### config.mk
export PLATFORM = sky130hd
export DESIGN_NAME = pwm_motor_bank
export DESIGN_NICKNAME = d
export VERILOG_FILES = /design/src/rtl/pwm_motor_bank.sv
export SDC_FILE = /design/constraint.sdc
export NUM_CORES = 1
export LEC_CHECK = 0
export BUFFER_PORTS_ARGS = -buffer_cell sky130_fd_sc_hd__buf_4
export CORE_ASPECT_RATIO = 0.8
export CORE_UTILIZATION = 57
export DETAILED_ROUTE_END_ITERATION = 6
export PLACE_DENSITY = 0.74
export SETUP_SLACK_MARGIN = 0.5
export SYNTH_ARGS = -nofsm -noshare
export SYNTH_HDL_FRONTEND = slang
export SYNTH_SLANG_ARGS = --single-unit
### constraint.sdc
create_clock -name clk -period 11.89 [get_ports clk]
set_input_delay 0.5945 -clock clk [delete_from_list [all_inputs] [get_ports clk]]
set_output_delay 0.5945 -clock clk [all_outputs]
set_load 0.05 [all_outputs]
### src/rtl/pwm_motor_bank.sv
// Multi-channel motor PWM: one shared period counter, per-channel duties,
// double-buffered updates applied at period boundaries, and a failsafe watchdog.
module pwm_motor_bank #(
    parameter int NCH        = 4,
    parameter int W          = 24,
    parameter int FS_PERIODS = 50
) (
    input  logic             clk,
    input  logic             reset,
    input  logic [W-1:0]     period,
    input  logic [NCH*W-1:0] duty,
    input  logic             load,
    input  logic [NCH-1:0]   ch_en,
    input  logic             arm,
    output logic [NCH-1:0]   pwm_out,
    output logic             period_start,
    output logic             failsafe
);

    localparam int FSW = (FS_PERIODS > 0) ? $clog2(FS_PERIODS + 1) : 1;
    localparam logic [FSW-1:0] FS_MAX = FSW'(FS_PERIODS);

    function automatic logic [W-1:0] clamp_duty(input logic [W-1:0] d, input logic [W-1:0] p);
        clamp_duty = (d > p) ? p : d;
    endfunction

    logic [W-1:0]     counter_r;
    logic [W-1:0]     per_pend_r;
    logic [W-1:0]     per_act_r;
    logic [NCH*W-1:0] duty_pend_r;
    logic [NCH*W-1:0] duty_act_r;
    logic [NCH-1:0]   en_pend_r;
    logic [NCH-1:0]   en_act_r;
    logic [FSW-1:0]   fs_cnt_r;
    logic             failsafe_r;
    logic             block_r;
    logic             period_start_r;
    logic [NCH-1:0]   pwm_r;

    logic             run_s;
    logic             boundary_s;
    logic             trip_s;
    logic [W-1:0]     counter_next_s;
    logic [W-1:0]     src_per_s;
    logic [NCH*W-1:0] src_duty_s;
    logic [NCH-1:0]   src_en_s;
    logic [NCH*W-1:0] xfer_duty_s;
    logic [NCH-1:0]   pwm_next_s;
    logic [FSW-1:0]   fs_cnt_next_s;

    // Boundary detection, transfer source selection and next-state decode
    always_comb begin
        run_s          = (per_act_r != {W{1'b0}});
        boundary_s     = !run_s || (counter_r == (per_act_r - W'(1)));
        trip_s         = 1'b0;
        counter_next_s = {W{1'b0}};
        src_per_s      = per_pend_r;
        src_duty_s     = duty_pend_r;
        src_en_s       = en_pend_r;
        xfer_duty_s    = {(NCH*W){1'b0}};
        pwm_next_s     = {NCH{1'b0}};
        fs_cnt_next_s  = fs_cnt_r;

        if (FS_PERIODS > 0) begin
            trip_s = (fs_cnt_r == FS_MAX);
        end else begin
            trip_s = 1'b0;
        end

        if (boundary_s) begin
            counter_next_s = {W{1'b0}};
        end else begin
            counter_next_s = counter_r + W'(1);
        end

        // A load coinciding with a boundary bypasses the pending registers
        if (load) begin
            src_per_s  = period;
            src_duty_s = duty;
            src_en_s   = ch_en;
        end else begin
            src_per_s  = per_pend_r;
            src_duty_s = duty_pend_r;
            src_en_s   = en_pend_r;
        end

        for (int i = 0; i < NCH; i++) begin
            xfer_duty_s[i*W +: W] = clamp_duty(src_duty_s[i*W +: W], src_per_s);
            pwm_next_s[i] = arm & ~trip_s & ~block_r & en_act_r[i] & run_s &
                            (counter_r < duty_act_r[i*W +: W]);
        end

        if (load) begin
            fs_cnt_next_s = {FSW{1'b0}};
        end else if ((FS_PERIODS > 0) && boundary_s && run_s && (fs_cnt_r != FS_MAX)) begin
            fs_cnt_next_s = fs_cnt_r + FSW'(1);
        end else begin
            fs_cnt_next_s = fs_cnt_r;
        end
    end

    // Pending and active parameter registers
    always_ff @(posedge clk) begin
        if (!reset) begin
            per_pend_r  <= {W{1'b0}};
            duty_pend_r <= {(NCH*W){1'b0}};
            en_pend_r   <= {NCH{1'b0}};
            per_act_r   <= {W{1'b0}};
            duty_act_r  <= {(NCH*W){1'b0}};
            en_act_r    <= {NCH{1'b0}};
        end else begin
            if (load) begin
                per_pend_r  <= period;
                duty_pend_r <= duty;
                en_pend_r   <= ch_en;
            end
            if (boundary_s) begin
                per_act_r  <= src_per_s;
                duty_act_r <= xfer_duty_s;
                en_act_r   <= src_en_s;
            end
        end
    end

    // Counter, watchdog and registered outputs
    always_ff @(posedge clk) begin
        if (!reset) begin
            counter_r      <= {W{1'b0}};
            fs_cnt_r       <= {FSW{1'b0}};
            failsafe_r     <= 1'b0;
            block_r        <= 1'b0;
            period_start_r <= 1'b0;
            pwm_r          <= {NCH{1'b0}};
        end else begin
            counter_r      <= counter_next_s;
            fs_cnt_r       <= fs_cnt_next_s;
            failsafe_r     <= trip_s & ~load;
            period_start_r <= boundary_s & run_s;
            pwm_r          <= pwm_next_s;
            // Outputs stay muted after a trip until the boundary following the clearing load
            if (trip_s) begin
                block_r <= 1'b1;
            end else if (boundary_s) begin
                block_r <= 1'b0;
            end
        end
    end

    assign pwm_out      = pwm_r;
    assign period_start = period_start_r;
    assign failsafe     = failsafe_r;

endmodule

After elaboration in Yosys (flattened, before gate mapping):

Cells that the tools add are included.

* input port bits: 128
* output and inout bits: 6
* register bits after elaboration: 285
* word-level logic and storage cells: 63

* $lt $le $gt $ge: 8
* eq/ne operators: 3
* reductions and logical operators: 8
* bitwise operators: 20
* $add $sub $neg: 3
* multiplexer cells: 9

Operator list (count)
* $mux W24: 5
* $gt A24 B24 Y1: 4
* $lt A24 B24 Y1: 4
* $mux W96: 1
* $add A24 B1 Y24 const B: 1
* $eq A24 B24 Y1: 1
* $reduce_bool A24 Y1: 1
* $sub A24 B1 Y24 const B: 1
* $and A1 B1 Y1: 16
* $add A6 B1 Y6 const B: 1
* $eq A6 B6 Y1 const B: 1
* $ne A6 B6 Y1 const B: 1
* $mux W4: 1
* $not A1 Y1: 4
* $reduce_or A2 Y1: 2
* $logic_and A1 B1 Y1: 2
* $mux W1: 2
* $reduce_bool A2 Y1: 1
* $logic_not A1 Y1: 1
* $logic_or A1 B1 Y1: 1

Logic depth before layout (Yosys ltp):

* depth in word-level cells: 7
* mapped depth: 15
* gate-level depth less buffers: 11

Worst setup path after synthesis:

OpenSTA, ideal clock, no wires.

* path kind: input to register
* start: input port load
* end: register duty_act_r[22]
* stages on the path: 15
* required time: 11820 ps
* data arrival time: 4620 ps
* setup slack: 7199 ps
* path through: clkbuf_1 > clkbuf_1 > buf_1 > mux2i_1 > inv_1 > ha_1 > a22o_1 > nor4_1 > o21ai_0 > and3_1 > o31ai_1 > clkbuf_1 > mux2i_1 > nand2_1 > a21oi_1

* word-level cells in the longest chain between the ends: 3
* elaborated cells on any way between the ends: 4

RTL lines
* from (decl): line 12 `input logic load,`
* $mux W96
* net src_duty_s[4]: line 45 `logic [NCH*W-1:0] src_duty_s;`
* $gt A24 B24 Y1: line 24 `clamp_duty = (d > p) ? p : d;`
* $mux W24: line 24
* to (signal assigned): line 109 `duty_act_r <= {(NCH*W){1'b0}};`
* to (signal assigned): line 119 `duty_act_r <= xfer_duty_s;`
* to (decl): line 31 `logic [NCH*W-1:0] duty_act_r;`

The timed path passes the listed nets, and every way through them passes these cells.
A chain may end at the register's enable or synchronous reset.

Worst setup path after layout:

* start: register per_act_r[0]
* end: register counter_r[10]

* word-level cells in the longest chain between the ends: 4
* elaborated cells on any way between the ends: 6

RTL lines
* from (decl): line 29 `logic [W-1:0] per_act_r;`
* from (signal assigned): line 108 `per_act_r <= {W{1'b0}};`
* from (signal assigned): line 118 `per_act_r <= src_per_s;`
* $sub A24 B1 Y24 or $reduce_bool A24 Y1 (tied branches): line 54, 53
* $eq A24 B24 Y1 or $logic_not A1 Y1 (tied branches): line 54 `boundary_s = !run_s || (counter_r == (per_act_r - W'(1)));`
* $logic_or A1 B1 Y1 (*): line 54
* $reduce_or A2 Y1 (no line) (*)
* to (signal assigned): line 128 `counter_r <= {W{1'b0}};`
* to (signal assigned): line 135 `counter_r <= counter_next_s;`
* to (decl): line 27 `logic [W-1:0] counter_r;`

Every way passes the cells marked *; elsewhere a longest branch is shown, timed or not.

==> results.md <==
* Number of global-route vias before repair at 13700
* Row count at 55
* Vias/cell at 5.93
* Pint at 2.22 mW
* Clk pin slew, worst setup/hold paths at 0.06 ns
* Crit Path Class: register to register
* Worst VDD drop at 159 uV
* Setup_tns at 0 ns
* Post-CTS Setup Bufs at 0
* Maximum fanout along the worst path at 81
* Cell count after synthesis at 2015
* Min-Delay Path Class: primary input to register
* Synth Flop Type: dfxtp_1
* Syn_area_per_cell at 8.31 sq um
* Final Cycle Share at 43.1%
* RR Endpoint: counter_r[10]
* Achievable Freq at 0.195 GHz
* Placer congestion estimate at 0.897
* Synth-to-Final Area Change at 14.6%
* Wirelength per Cell at 20.1 um
* DRT iter0 DRCs at 1439
* Endpoints failing hold at 0
* Crit path required time at 12.38 ns
* Placed cells at 2454
* Asr flop ratio synth at 0%
* Setup crit start kind: register
* Core ar. at 0.0286 sq mm
* Cts bufs inserted at 30
* Part of the power in registers at 32.2%
* Post-synth EDFFs at 0
* #FFs+latches synth at 285
* DRT antenna net count at 0
* Syn Nets at 2336
* Yosys warns at 0
* Seq/Total Area, Yosys at 34.1%
* Starting Density at 58.7%
* Final min period at 5.13 ns
* Clk pwr share at 27.1%
* NetSw at 1.47 mW
* Status: completed
* TritonCTS clock tree: yes
* Layout cells sized above 1 at 11.4%
* Crit Reg-Reg Startpoint: per_act_r[0]
* Mapped Area at 0.0167 sq mm
* Die Ht at 155 um
* Switching Share at 39.8%
* # IOs at 134
* CP Capture Type: register
* Clock Tree Buf Depth at 3
* Drt pass-1 iters at 6
* Hold Startpoint: duty[50]
* Yosys cell types at 62
* Slew Limit Fails at 0
* Die ar. at 0.0301 sq mm
* Logic pwr share at 40.6%
* Clock latency at the later pin of the worst-skew pair at 0.58 ns
* Post-CTS Hold Buffers at 0
* Static leakage power at 9.03 nW
* Drc violations at 0
* Max cap viols at 0
* Total gr overflow at 0
* Rel. slew slack at 22.4%
* Gr usage total at 33.2%
* Resized cells post-CTS at 0
* Die width at 194 um
* Slew at the pin closest to its max-slew limit at 1.16 ns
* Global-route wire length before repair at 77200 um
* RSZ-0062 raised after global routing: false
* Hold Path Sink: duty_pend_r[50]
* Post-DP HPWL at 34700 um
* # clock sinks at 285
* Arrival time worst endpoint at 5.62 ns
* R2r worst-path depth at 11
* Power density over the cells at 192 mW/mm^2
* H-tree lvl count at 1
* Total number of vias at 14900
* Clk root buf: clkbuf_16
* Initial antenna violation count at 1
* Largest net degree at the start of global routing at 150
* Final #Nets at 2437
* Final std cells w/o fill at 2506
* Routed WL at 50400 um
* I/O Buffers at 133
* FF-to-FF setup slack at 6.76 ns
* Clock Skews at 0.0215 ns
* Final setup vio count at 0
* Hold path cells at 3
[cells in the mapped netlist, types with 11 or more instances]
library cell	n	share of area, %
a21o_1	39	1.7
buf_2	14	0.42
nand3_1	42	1.3
nor2_1	193	4.3
a21oi_1	150	4.5
o21ai_0	25	0.75
nand2b_1	11	0.41
nor3_1	18	0.54
buf_1	16	0.36
a211oi_1	16	0.72
clkbuf_1	65	1.5
ha_1	193	14
xnor2_1	25	1.3
o211ai_1	52	2.3
inv_1	199	4.5
nand4_1	47	1.8
nor2b_1	15	0.56
dfxtp_1	285	34
a31oi_1	13	0.49
mux2i_1	174	10
nand2_1	271	6.1
xor2_1	24	1.3
[cell families (layout without fill, tap and decap cells)]
| kind of cell | count (synthesis) | in the layout | share of synthesized area (%) |
|---|---|---|---|
| and+or+nand+nor | 647 | 647 | 17.3 |
| AOI/OAI and AO/OA | 371 | 371 | 14.4 |
| buffers and inverters | 296 | 415 | 6.83 |
| DFF | 285 | 285 | 34.1 |
| adders and majority gates | 193 | 193 | 14.4 |
| muxes | 174 | 174 | 10.4 |
| xor gates and xnor gates | 49 | 49 | 2.56 |
| other | 0 | 2 | 0 |
[power groups by stage]
stage,logic (mW),clock network [mW],registers [mW]
global route,1.65,1.05,1.20
CTS,1.48,1.01,1.19
detailed placement,1.47,0,1.21
global placement,1.43,0,1.20
floorplan,1.12,0,1.16
finish,1.50,1.00,1.19
[flip-flops by register name, summed over array words and instances (netlist names)]
name / flops
fs_cnt_r: 6
failsafe: 1
block_r: 1
per_pend_r: 24
pwm_out: 4
counter_r: 24
per_act_r: 24
en_act_r: 4
en_pend_r: 4
duty_act_r: 96
duty_pend_r: 96
period_start: 1
[critical path, stage by stage (launching register included)]
cell and delay (ns):
dfxtp_1 0.35, inv_1 0.13, ha_1 0.28, nor3b_1 0.75, and3_1 0.39, xnor2_1 0.14, a211oi_1 0.09, a31oi_1 0.35
o41a_2 0.72, buf_4 0.83, nand2_1 0.74, nor2_1 0.26
[area by class of cell]
class | count | area (sq um)
Clock buffer | 42 | 897
Fill cell | 2351 | 9370
Sequential cell | 285 | 5710
Multi-Input combinational cell | 1434 | 9970
Antenna cell | 2 | 5.00
Inverter | 199 | 752
Tap cell | 370 | 463
Clock inverter | 8 | 148
Timing Repair Buffer | 166 | 1250
[per-stage QoR]
| stage | power, mW | worst slack (ns) | hold slack, ns | instance area, sq um | util (%) |
|---|---|---|---|---|---|
| final | 3.69 | 6.76 | 0.278 | 19200 | 67.2 |
| after global placement | 2.64 | 6.98 | 0.439 | 18100 | 63.5 |
| after global routing | 3.90 | 6.45 | 0.283 | 19200 | 67.2 |
| after CTS | 3.68 | 6.91 | 0.266 | 19200 | 67.2 |
| after detailed placement | 2.68 | 6.92 | 0.444 | 18100 | 63.5 |
| after floorplan | 2.28 | 7.20 | 0.431 | 16700 | - |
[cells in the final DEF, fill, tap and decap left out, types with 5 or more instances in the layout]
cell type,netlist,routed
o2111ai_1,8,8
o211ai_1,52,52
dfxtp_1,285,285
xnor2_1,25,25
nand2b_1,11,11
o21ai_0,25,25
o2bb2ai_1,6,6
ha_1,193,193
o21bai_1,5,5
a21o_1,39,39
o21a_1,10,10
o221ai_1,5,5
nand3_1,42,42
nor3_1,18,18
clkbuf_16,0,31
nor2b_1,15,15
a211oi_1,16,16
a31oi_1,13,12
o31ai_1,8,7
nor4_1,9,9
clkbuf_8,0,8
nand2_1,271,271
a21oi_1,150,150
mux2i_1,174,167
xor2_1,24,24
buf_4,0,165
nor2_1,193,193
mux2i_2,0,7
and3_1,7,7
o41ai_1,6,5
inv_1,199,198
nand4_1,47,47
[worst max-delay path by stage]
stage / end / start
after floorplan: duty_act_r[22] / load
after CTS: counter_r[3] / per_act_r[0]
final: counter_r[10] / per_act_r[0]
after detailed placement: counter_r[3] / per_act_r[0]
after global placement: counter_r[22] / per_act_r[0]
after global routing: counter_r[9] / per_act_r[0]
[routing by layer]
| metal | up-vias | global-route usage [%] | share of wire, % |
|---|---|---|---|
| met5 | - | 0 | 0 |
| met2 | 617 | 48.0 | 41 |
| met4 | 0 | 15.6 | 4.7 |
| met3 | 117 | 5.94 | 9.2 |
| li1 | 7179 | - | - |
| met1 | 6953 | 47.6 | 45 |
No activity file was read; power rests on OpenSTA's default activity.
